===== src/rtl/id_ex_pipe_reg_pkg.sv =====
// Shared pipeline definitions: control-bundle layout, NOP encoding, ALUOp codes.
package pipe_pkg;

  localparam int CTRL_WIDTH = 11;

  // Bit positions inside the control bundle
  // {RegWrite,MemtoReg,MemRead,MemWrite,Branch,ALUSrc,RegDst,ALUOp[3:0]}
  localparam int CTRL_REGWRITE = 10;
  localparam int CTRL_MEMTOREG = 9;
  localparam int CTRL_MEMREAD  = 8;
  localparam int CTRL_MEMWRITE = 7;
  localparam int CTRL_BRANCH   = 6;
  localparam int CTRL_ALUSRC   = 5;
  localparam int CTRL_REGDST   = 4;
  localparam int CTRL_ALUOP_HI = 3;
  localparam int CTRL_ALUOP_LO = 0;

  localparam logic [CTRL_WIDTH-1:0] CTRL_NOP = '0;

  typedef enum logic [3:0] {
    ALUOP_ADD   = 4'b0000,
    ALUOP_SUB   = 4'b0001,
    ALUOP_RTYPE = 4'b0010,
    ALUOP_OR    = 4'b0011,
    ALUOP_AND   = 4'b0100,
    ALUOP_SLT   = 4'b0101,
    ALUOP_LUI   = 4'b0110
  } aluop_e;

  function automatic logic ctrl_memread(input logic [CTRL_WIDTH-1:0] c);
    return c[CTRL_MEMREAD];
  endfunction

endpackage


===== src/rtl/id_ex_pipe_reg_if.sv =====
// ID-side inputs and EX-side outputs of the ID/EX register, bundled.
interface id_ex_if
  import pipe_pkg::*;
#(
  parameter int DATA_WIDTH     = 32,
  parameter int REG_ADDR_WIDTH = 5,
  parameter int CNT_WIDTH      = 16
);
  logic                          Bubble;
  logic                          Flush;
  logic                          Stall;
  logic [CTRL_WIDTH-1:0]         Ctrl_ID;
  logic [DATA_WIDTH-1:0]         PC4_ID;
  logic [DATA_WIDTH-1:0]         ReadData1_ID;
  logic [DATA_WIDTH-1:0]         ReadData2_ID;
  logic [DATA_WIDTH-1:0]         SignExt_ID;
  logic [3*REG_ADDR_WIDTH-1:0]   Instr_ID;

  logic [CTRL_WIDTH-1:0]         Ctrl_EX;
  logic [DATA_WIDTH-1:0]         PC4_EX;
  logic [DATA_WIDTH-1:0]         ReadData1_EX;
  logic [DATA_WIDTH-1:0]         ReadData2_EX;
  logic [DATA_WIDTH-1:0]         SignExt_EX;
  logic [REG_ADDR_WIDTH-1:0]     RS_EX;
  logic [REG_ADDR_WIDTH-1:0]     RT_EX;
  logic [REG_ADDR_WIDTH-1:0]     RD_EX;
  logic                          MemRead_EX;
  logic                          Valid_EX;
  logic [CNT_WIDTH-1:0]          BubbleCount;

  // Decode/hazard side drives the ID view and observes the EX view
  modport master (
    output Bubble, Flush, Stall, Ctrl_ID, PC4_ID, ReadData1_ID, ReadData2_ID,
           SignExt_ID, Instr_ID,
    input  Ctrl_EX, PC4_EX, ReadData1_EX, ReadData2_EX, SignExt_EX,
           RS_EX, RT_EX, RD_EX, MemRead_EX, Valid_EX, BubbleCount
  );

  // The pipeline register itself
  modport slave (
    input  Bubble, Flush, Stall, Ctrl_ID, PC4_ID, ReadData1_ID, ReadData2_ID,
           SignExt_ID, Instr_ID,
    output Ctrl_EX, PC4_EX, ReadData1_EX, ReadData2_EX, SignExt_EX,
           RS_EX, RT_EX, RD_EX, MemRead_EX, Valid_EX, BubbleCount
  );
endinterface


===== src/rtl/id_ex_pipe_reg_field_reg.sv =====
// Generic field register: sync active-low reset, sync clear, load enable.
// Clear beats enable so a flush still lands while the stage is stalled.
module pipe_field_reg #(
  parameter int W = 8
) (
  input  logic         clk,
  input  logic         reset,
  input  logic         en_i,
  input  logic         clr_i,
  input  logic [W-1:0] d_i,
  output logic [W-1:0] q_o
);
  logic [W-1:0] q_q, q_d;

  // Next state: clear > load > hold
  always_comb begin
    q_d = q_q;
    if (clr_i)     q_d = '0;
    else if (en_i) q_d = d_i;
  end

  // State register with synchronous reset
  always_ff @(posedge clk) begin
    if (!reset) q_q <= '0;
    else        q_q <= q_d;
  end

  assign q_o = q_q;
endmodule


===== src/rtl/id_ex_pipe_reg.sv =====
// ID/EX pipeline register with bubble insertion, flush, stall hold and a
// saturating bubble counter. Priority per edge: reset > Flush > Stall > Bubble > load.
module id_ex_pipe_reg
  import pipe_pkg::*;
#(
  parameter int DATA_WIDTH     = 32,
  parameter int REG_ADDR_WIDTH = 5,
  parameter int CNT_WIDTH      = 16
) (
  input  logic  clk,
  input  logic  reset,
  id_ex_if.slave bus
);
  localparam int RAW = REG_ADDR_WIDTH;
  localparam int DW  = DATA_WIDTH;

  // Bubble is ignored under Stall (hazard logic re-asserts it); Flush is not.
  logic en, clr, bub_eff;
  assign en      = ~bus.Stall;
  assign bub_eff = bus.Bubble & ~bus.Stall;
  assign clr     = bus.Flush | bub_eff;

  logic [CTRL_WIDTH-1:0] ctrl_q;
  logic [4*DW-1:0]       data_q;
  logic [3*RAW-1:0]      addr_q;

  pipe_field_reg #(.W(CTRL_WIDTH)) u_ctrl (
    .clk(clk), .reset(reset), .en_i(en), .clr_i(clr),
    .d_i(bus.Ctrl_ID), .q_o(ctrl_q)
  );

  pipe_field_reg #(.W(4*DW)) u_data (
    .clk(clk), .reset(reset), .en_i(en), .clr_i(clr),
    .d_i({bus.PC4_ID, bus.ReadData1_ID, bus.ReadData2_ID, bus.SignExt_ID}),
    .q_o(data_q)
  );

  // Clearing the addresses keeps a stale RT_EX from re-triggering the hazard
  pipe_field_reg #(.W(3*RAW)) u_addr (
    .clk(clk), .reset(reset), .en_i(en), .clr_i(clr),
    .d_i(bus.Instr_ID), .q_o(addr_q)
  );

  logic                 valid_q, valid_d;
  logic [CNT_WIDTH-1:0] cnt_q, cnt_d;

  // Valid and bubble-count next state; flushes are not counted
  always_comb begin
    valid_d = valid_q;
    cnt_d   = cnt_q;
    if (bus.Flush)        valid_d = 1'b0;
    else if (bus.Stall)   valid_d = valid_q;
    else if (bus.Bubble) begin
      valid_d = 1'b0;
      if (cnt_q != '1) cnt_d = cnt_q + 1'b1;
    end
    else                  valid_d = 1'b1;
  end

  // Valid and counter registers
  always_ff @(posedge clk) begin
    if (!reset) begin
      valid_q <= 1'b0;
      cnt_q   <= '0;
    end else begin
      valid_q <= valid_d;
      cnt_q   <= cnt_d;
    end
  end

  assign bus.Ctrl_EX      = ctrl_q;
  assign bus.PC4_EX       = data_q[4*DW-1:3*DW];
  assign bus.ReadData1_EX = data_q[3*DW-1:2*DW];
  assign bus.ReadData2_EX = data_q[2*DW-1:DW];
  assign bus.SignExt_EX   = data_q[DW-1:0];
  assign bus.RS_EX        = addr_q[3*RAW-1:2*RAW];
  assign bus.RT_EX        = addr_q[2*RAW-1:RAW];
  assign bus.RD_EX        = addr_q[RAW-1:0];
  assign bus.MemRead_EX   = ctrl_memread(ctrl_q);
  assign bus.Valid_EX     = valid_q;
  assign bus.BubbleCount  = cnt_q;
endmodule


===== src/flat_wrapper.sv =====
// flat-port wrapper written by rule: the top's interface ports become plain ports
module id_ex_pipe_reg_flat import pipe_pkg::*;
#(
  parameter int DATA_WIDTH     = 32,
  parameter int REG_ADDR_WIDTH = 5,
  parameter int CNT_WIDTH      = 16
)
  (clk, reset, bus_Bubble, bus_Flush, bus_Stall, bus_Ctrl_ID, bus_PC4_ID, bus_ReadData1_ID, bus_ReadData2_ID, bus_SignExt_ID, bus_Instr_ID, bus_Ctrl_EX, bus_PC4_EX, bus_ReadData1_EX, bus_ReadData2_EX, bus_SignExt_EX, bus_RS_EX, bus_RT_EX, bus_RD_EX, bus_MemRead_EX, bus_Valid_EX, bus_BubbleCount);
  id_ex_if #(.DATA_WIDTH(DATA_WIDTH), .REG_ADDR_WIDTH(REG_ADDR_WIDTH), .CNT_WIDTH(CNT_WIDTH)) bus_i ();
  input  logic clk;
  input  logic reset;
  input wire logic [$bits(bus_i.Bubble)-1:0] bus_Bubble;
  input wire logic [$bits(bus_i.Flush)-1:0] bus_Flush;
  input wire logic [$bits(bus_i.Stall)-1:0] bus_Stall;
  input wire logic [$bits(bus_i.Ctrl_ID)-1:0] bus_Ctrl_ID;
  input wire logic [$bits(bus_i.PC4_ID)-1:0] bus_PC4_ID;
  input wire logic [$bits(bus_i.ReadData1_ID)-1:0] bus_ReadData1_ID;
  input wire logic [$bits(bus_i.ReadData2_ID)-1:0] bus_ReadData2_ID;
  input wire logic [$bits(bus_i.SignExt_ID)-1:0] bus_SignExt_ID;
  input wire logic [$bits(bus_i.Instr_ID)-1:0] bus_Instr_ID;
  output wire logic [$bits(bus_i.Ctrl_EX)-1:0] bus_Ctrl_EX;
  output wire logic [$bits(bus_i.PC4_EX)-1:0] bus_PC4_EX;
  output wire logic [$bits(bus_i.ReadData1_EX)-1:0] bus_ReadData1_EX;
  output wire logic [$bits(bus_i.ReadData2_EX)-1:0] bus_ReadData2_EX;
  output wire logic [$bits(bus_i.SignExt_EX)-1:0] bus_SignExt_EX;
  output wire logic [$bits(bus_i.RS_EX)-1:0] bus_RS_EX;
  output wire logic [$bits(bus_i.RT_EX)-1:0] bus_RT_EX;
  output wire logic [$bits(bus_i.RD_EX)-1:0] bus_RD_EX;
  output wire logic [$bits(bus_i.MemRead_EX)-1:0] bus_MemRead_EX;
  output wire logic [$bits(bus_i.Valid_EX)-1:0] bus_Valid_EX;
  output wire logic [$bits(bus_i.BubbleCount)-1:0] bus_BubbleCount;
  assign bus_i.Bubble = bus_Bubble;
  assign bus_i.Flush = bus_Flush;
  assign bus_i.Stall = bus_Stall;
  assign bus_i.Ctrl_ID = bus_Ctrl_ID;
  assign bus_i.PC4_ID = bus_PC4_ID;
  assign bus_i.ReadData1_ID = bus_ReadData1_ID;
  assign bus_i.ReadData2_ID = bus_ReadData2_ID;
  assign bus_i.SignExt_ID = bus_SignExt_ID;
  assign bus_i.Instr_ID = bus_Instr_ID;
  assign bus_Ctrl_EX = bus_i.Ctrl_EX;
  assign bus_PC4_EX = bus_i.PC4_EX;
  assign bus_ReadData1_EX = bus_i.ReadData1_EX;
  assign bus_ReadData2_EX = bus_i.ReadData2_EX;
  assign bus_SignExt_EX = bus_i.SignExt_EX;
  assign bus_RS_EX = bus_i.RS_EX;
  assign bus_RT_EX = bus_i.RT_EX;
  assign bus_RD_EX = bus_i.RD_EX;
  assign bus_MemRead_EX = bus_i.MemRead_EX;
  assign bus_Valid_EX = bus_i.Valid_EX;
  assign bus_BubbleCount = bus_i.BubbleCount;
  id_ex_pipe_reg #(.DATA_WIDTH(DATA_WIDTH), .REG_ADDR_WIDTH(REG_ADDR_WIDTH), .CNT_WIDTH(CNT_WIDTH)) u_core (.clk(clk), .reset(reset), .bus(bus_i));
endmodule

===== config.mk =====
export PLATFORM = sky130hd
export DESIGN_NAME = id_ex_pipe_reg_flat
export DESIGN_NICKNAME = d
export VERILOG_FILES = /design/src/rtl/id_ex_pipe_reg_pkg.sv /design/src/rtl/id_ex_pipe_reg_if.sv /design/src/rtl/id_ex_pipe_reg_field_reg.sv /design/src/rtl/id_ex_pipe_reg.sv /design/src/flat_wrapper.sv
export SDC_FILE = /design/constraint.sdc
export NUM_CORES = 1
export LEC_CHECK = 0
export BUFFER_PORTS_ARGS = -buffer_cell sky130_fd_sc_hd__buf_2
export CELL_PAD_IN_SITES_DETAIL_PLACEMENT = 1
export CELL_PAD_IN_SITES_GLOBAL_PLACEMENT = 2
export CORE_MARGIN = 5
export CORE_UTILIZATION = 26
export CTS_BUF_LIST = sky130_fd_sc_hd__clkbuf_2
export DETAILED_ROUTE_END_ITERATION = 8
export PLACE_DENSITY = 0.91
export SYNTH_ARGS = -nofsm -noshare
export SYNTH_HDL_FRONTEND = slang
export SYNTH_SLANG_ARGS = --single-unit

===== constraint.sdc =====
create_clock -name clk -period 1.92 [get_ports clk]
set_input_delay 0.096 -clock clk [delete_from_list [all_inputs] [get_ports clk]]
set_output_delay 0.096 -clock clk [all_outputs]
set_load 0.01 [all_outputs]

After elaboration in Yosys (flattened, before gate mapping)
Cells that the tools add are included.
{ "word_totals": {"reg_bits": 171, "in_bits": 159, "output_inout_bits": 172, "wordCells": 16} }
{ "op_classes": {"addsub": 1, "eq_ne": 1, "mux": 1, "bitwise": 5, "n_reduce_logical": 3} }
{ "ops": {"columns": ["operator", "n"], "rows": [
  ["16-bit by 1-bit adder with 16-bit output, second input constant", 1],
  ["16-bit != test, second input constant", 1],
  ["4-bit AND reduction", 1],
  ["2-bit OR reduction", 2],
  ["1-bit NOT", 3],
  ["1-bit AND", 1],
  ["1-bit two-way mux", 1],
  ["1-bit OR", 1]
]} }

Longest topological paths before layout
{ "logic_depth": {"word_depth": 4, "ltp_mapped": 6, "depth_no_buf": 5} }

Modules after synthesis
From an unflattened synthesis, not the netlist that was laid out.
{ "hier_totals": {"cells_unflattened": 603, "hier_area_um2": 6512.5} }
{ "by_module_without_submodules": {"columns": ["mod", "instances", "cells_per_inst", "area_each_um2", "seq_area_each_um2"], "rows": [
  ["pipe_field_reg (u_core.u_data)", 1, 413, 4670.7, 2562.5],
  ["id_ex_pipe_reg", 1, 105, 898.4, 340.3],
  ["pipe_field_reg (u_core.u_addr)", 1, 49, 549.3, 300.3],
  ["pipe_field_reg (u_core.u_ctrl)", 1, 36, 394.1, 220.2]
]} }

Worst setup path after synthesis
No wires, ideal clock.
{ "synth_path": {"path_type": "flip-flop to flip-flop", "start": "register u_core.cnt_q[0], in the netlist u_core.bus.BubbleCount[0]", "end": "register u_core.cnt_q[8], in the netlist u_core.bus.BubbleCount[8]", "setup_time_ns": 0.070, "t_arrival_ns": 1.657, "required_time_ns": 1.850, "path_slack_ns": 0.192, "path_stages_with_launch": 7, "n_path_buf": 1, "synth_period_minus_slack_ns": 1.728, "cell_sequence": "dfxtp_1 ha_1 nand3_1 nand2b_1 buf_2 or4_1 a21oi_1"} }
{ "synth_via": {"elab_chain_cells": 2, "word_cells_on_any_way": 3, "cone_classes": "1 x add/sub; 1 x eq/ne; 1 x reduce/logical"} }
{ "synth_lines": {"columns": ["element", "line_no", "source"], "rows": [
  ["from (decl)", "id_ex_pipe_reg.sv:45", "logic [CNT_WIDTH-1:0] cnt_q, cnt_d;"],
  ["from (signal assigned)", "id_ex_pipe_reg.sv:67", "cnt_q <= cnt_d;"],
  ["branches (longest 2 deep; another with 16-bit by 1-bit adder with 16-bit output)", null, null]
]} }
Several ways; the timed one is not identified.
A chain may end at the register's enable or synchronous reset.

Worst setup path in the final report
{ "layout_path": {"start": "input bus_Stall", "end": "register u_core.cnt_q[13], in the netlist u_core.bus.BubbleCount[13]"} }
{ "layout_via": {"elab_chain_cells": 2} }
{ "layout_lines": {"columns": ["element", "line_no", "source"], "rows": [
  ["from (decl)", "flat_wrapper.sv:14", "input wire logic [$bits(bus_i.Stall)-1:0] bus_Stall;"],
  ["1-bit NOT", null, null],
  ["4-bit AND reduction (no source line)", null, null]
]} }
Every way passes these cells.

==> flow_metrics.py <==
metrics = {
    "floorplan": {
        "die_h_um": 165.1,
        "dieArea_sq_mm": 0.02724,
        "initial_core_util": 0.2655,
        "fp-row-count": 56,
        "coreArea_sq_mm": 0.02354,
        "ios": 331,
        "die_w_um": 165.1,
    },
    "route": {
        "detail_route.first_pass.iterations": 6,
        "drcViolationCount": 0,
        "avgViaCountPerCell": 4.473,
        "vias": 6512,
        "wl_um": 25800,
        "drt_iter0_markers": 223,
        "ant_nets": 0,
        "wl_per_cell_um": 17.72,
    },
    "logic_synthesis": {
        "synth_top_area_frac": 0.5476,
        "synth_ff_type": "dfxtp_1",
        "synth_top_family_by_area": "multiplexers",
        "synth_cell_types": 29,
        "synth_area_sq_mm": 0.006251,
        "ys_seq_area_frac": 0.5476,
        "synthSimpleGateAreaFrac": 0.1409,
        "muxShareOfSynthArea": 0.2498,
        "synth_edf_count": 0,
        "synth.area.top_cells": "dfxtp_1 (55%), mux2i_1 (25%), nor2_1 (9.3%)",
        "ys_async_sr_fraction": 0,
        "synth_compound_area_frac": 0.02762,
        "synthAdderAreaFrac": 0.002002,
        "synth_area_leader_cell": "dfxtp_1",
        "synthCells": 601,
        "syn_avg_cell_area_sq_um": 10.40,
        "yosysWarnings": 0,
        "syn_nets": 761,
        "synthXorXnorAreaFrac": 0,
        "synth-seq-cells": 171,
    },
    "global_routing": {
        "grt_pass1_vias": 7397,
        "grt_pass1_wl_um": 39730,
        "grtUsageTotal": 0.1856,
        "grt-ovfl-total": 0,
        "antenna_found_initial": 1,
        "grt_max_degree": 104,
    },
    "outcome": {
        "status": "finished, violations left",
        "violations": "negative setup slack",
    },
    "layout": {
        "post-route-util": 0.4495,
        "drive_gt1_frac": 0.3283,
        "layout.nets": 1284,
        "fin_cells": 1456,
        "syn_to_final_growth_pct": 69.29,
    },
    "sta": {
        "tightestPinTransition_ns": 0.9251,
        "slew_headroom": 0.3832,
        "max_freq_mhz": 503.4,
        "min_period_over_period": 1.035,
        "rsz0062_at_grt": "true",
        "finalSetupViolations": 1,
        "layout_setup_ws_ns": -0.06666,
        "hold_viol_final": 0,
        "slew_viol_final": 0,
        "period_minus_slack_ns": 1.987,
        "finClkSkew_ns": 0.01859,
    },
    "worst_hold_path": {
        "min_path_type": "primary input to flop",
    },
    "clock_network": {
        "cts_root_buf": "clkbuf_2",
        "htreeDepth": 4,
        "tritoncts": "done",
        "clk_pin_slew_ns": 0.30,
        "cts.path.max_buffers": 2,
        "cts_num_sinks": 171,
        "insertion_delay_ns": 0.69,
        "post_cts_buffers": 0,
        "numCtsBuffers": 17,
    },
    "flow_run": {
        "max_cap_viol_count": 0,
    },
    "power_and_ir_drop": {
        "irDropWorstVdd_v": 0.0003412,
        "p_leak_uw": 0.005267,
        "power_density_mw_per_mm2": 656.9,
    },
    "setup_path": {
        "endpoint_kind": "flop",
        "critPathMaxFanout": 5,
        "crit_type": "primary input to flop",
        "worstPathArrival_ns": 2.62,
        "required_ns": 2.55,
        "startpoint_type": "primary input",
    },
    "placed_design": {
        "port_buffers": 330,
        "placedCellCount": 1217,
        "place_hpwl_um": 14720,
        "gp_congestion": 0.7609,
    },
}
## cells by family (layout without fill, tap and decap cells)
group	after synthesis	after routing
adder cells (fa/ha/maj)	1	1
other	0	1
buffers and inverters	44	579
flip-flops	171	171
AO/OA/AOI/OAI	29	29
multiplexers	156	156
AND/OR/NAND/NOR	200	200
## synth_stat cells (5+ instances only)
cell        n
nand2_1     9
o21ai_0     5
nor2_1    155
o31ai_1     8
a21oi_1    14
mux2i_1   156
or4_1       8
clkbuf_1   19
dfxtp_1   171
buf_2      18
## layout by cell type (no fill, tap or decap), types with 5 or more instances in the layout
cell / instances
dlygate4sd3_1: 207
or4_1: 8
buf_2: 329
o31ai_1: 8
mux2i_1: 156
nor2_1: 155
a21oi_1: 14
dfxtp_1: 170
o21ai_0: 5
clkbuf_2: 18
nand2_1: 9
## final timing paths
| kind | start | endpoint | slack [ns] | cells past startpoint |
|---|---|---|---|---|
| worst max register to register | u_core.bus.BubbleCount[1] | u_core.bus.BubbleCount[8] | 0.22 | 5 |
| worst min register to register | u_core.bus.Valid_EX | u_core.bus.Valid_EX | 0.47 | 2 |
| worst min-delay path | bus_SignExt_ID[20] | u_core.u_data.q_o[20] | 0.13 | 4 |
| worst max-delay path | bus_Stall | u_core.bus.BubbleCount[13] | -0.07 | 7 |
## repair_timing
item | in CTS | in global routing
hold endpoints to repair | 171 | 0
setup endpoints to repair | 0 | 5
hold buffers | 207 | 0
gates resized for setup | 0 | 3
## sequential cells by signal, summed over array words and instances, names as in the netlist
name	cells
u_core.bus.BubbleCount	16
u_core.u_ctrl.q_o	11
u_core.u_addr.q_o	15
u_core.u_data.q_o	128
u_core.bus.Valid_EX	1
## power by group
group          switching, uW  internal (uW)
Combinational            469            618
Sequential              52.8           3650
Clock                   1390            764
Total                   1920           5040
## critical path: stages
cell,delay [ns]
dlygate4sd3_1,0.57
clkbuf_8,0.17
nor3b_4,0.17
dlygate4sd3_1,0.72
nand4_1,0.23
or4_1,0.52
a21oi_1,0.14
## layout make-up
| type | count | area, sq um |
|---|---|---|
| antenna | 1 | 2.502 |
| clock buffer | 18 | 90.09 |
| clock inverter | 13 | 180.2 |
| fill | 2749 | 12960 |
| inverter | 4 | 15.01 |
| multi-input combinational | 386 | 2636 |
| sequential | 171 | 3425 |
| tap | 319 | 399.1 |
| timing repair buffer | 544 | 3835 |
## stage by stage
stage | power (uW) | setup slack, ns | hold slack (ns) | setup TNS, ns | instance area, sq um
after floorplan | 4148 | 0.1923 | 0.2399 | 0 | 6251
after global placement | 4471 | 0.1822 | 0.3237 | 0 | 8228
after detailed placement | 4495 | 0.1473 | 0.3359 | 0 | 8228
after CTS | 7016 | 0.09702 | 0.002056 | 0 | 10570
after global routing | 7310 | -0.005101 | 0.009799 | -0.005101 | 10580
final | 6952 | -0.06666 | 0.1292 | -0.06666 | 10580
## layer usage
layer	global-route usage	share of wire	vias to the layer above
met3	0.06677	0.083	61
met5	0	0	-
met2	0.3398	0.51	275
met1	0.1927	0.37	3080
li1	-	-	3096
met4	0.07183	0.033	0
Power figures use the tool's default switching activity.
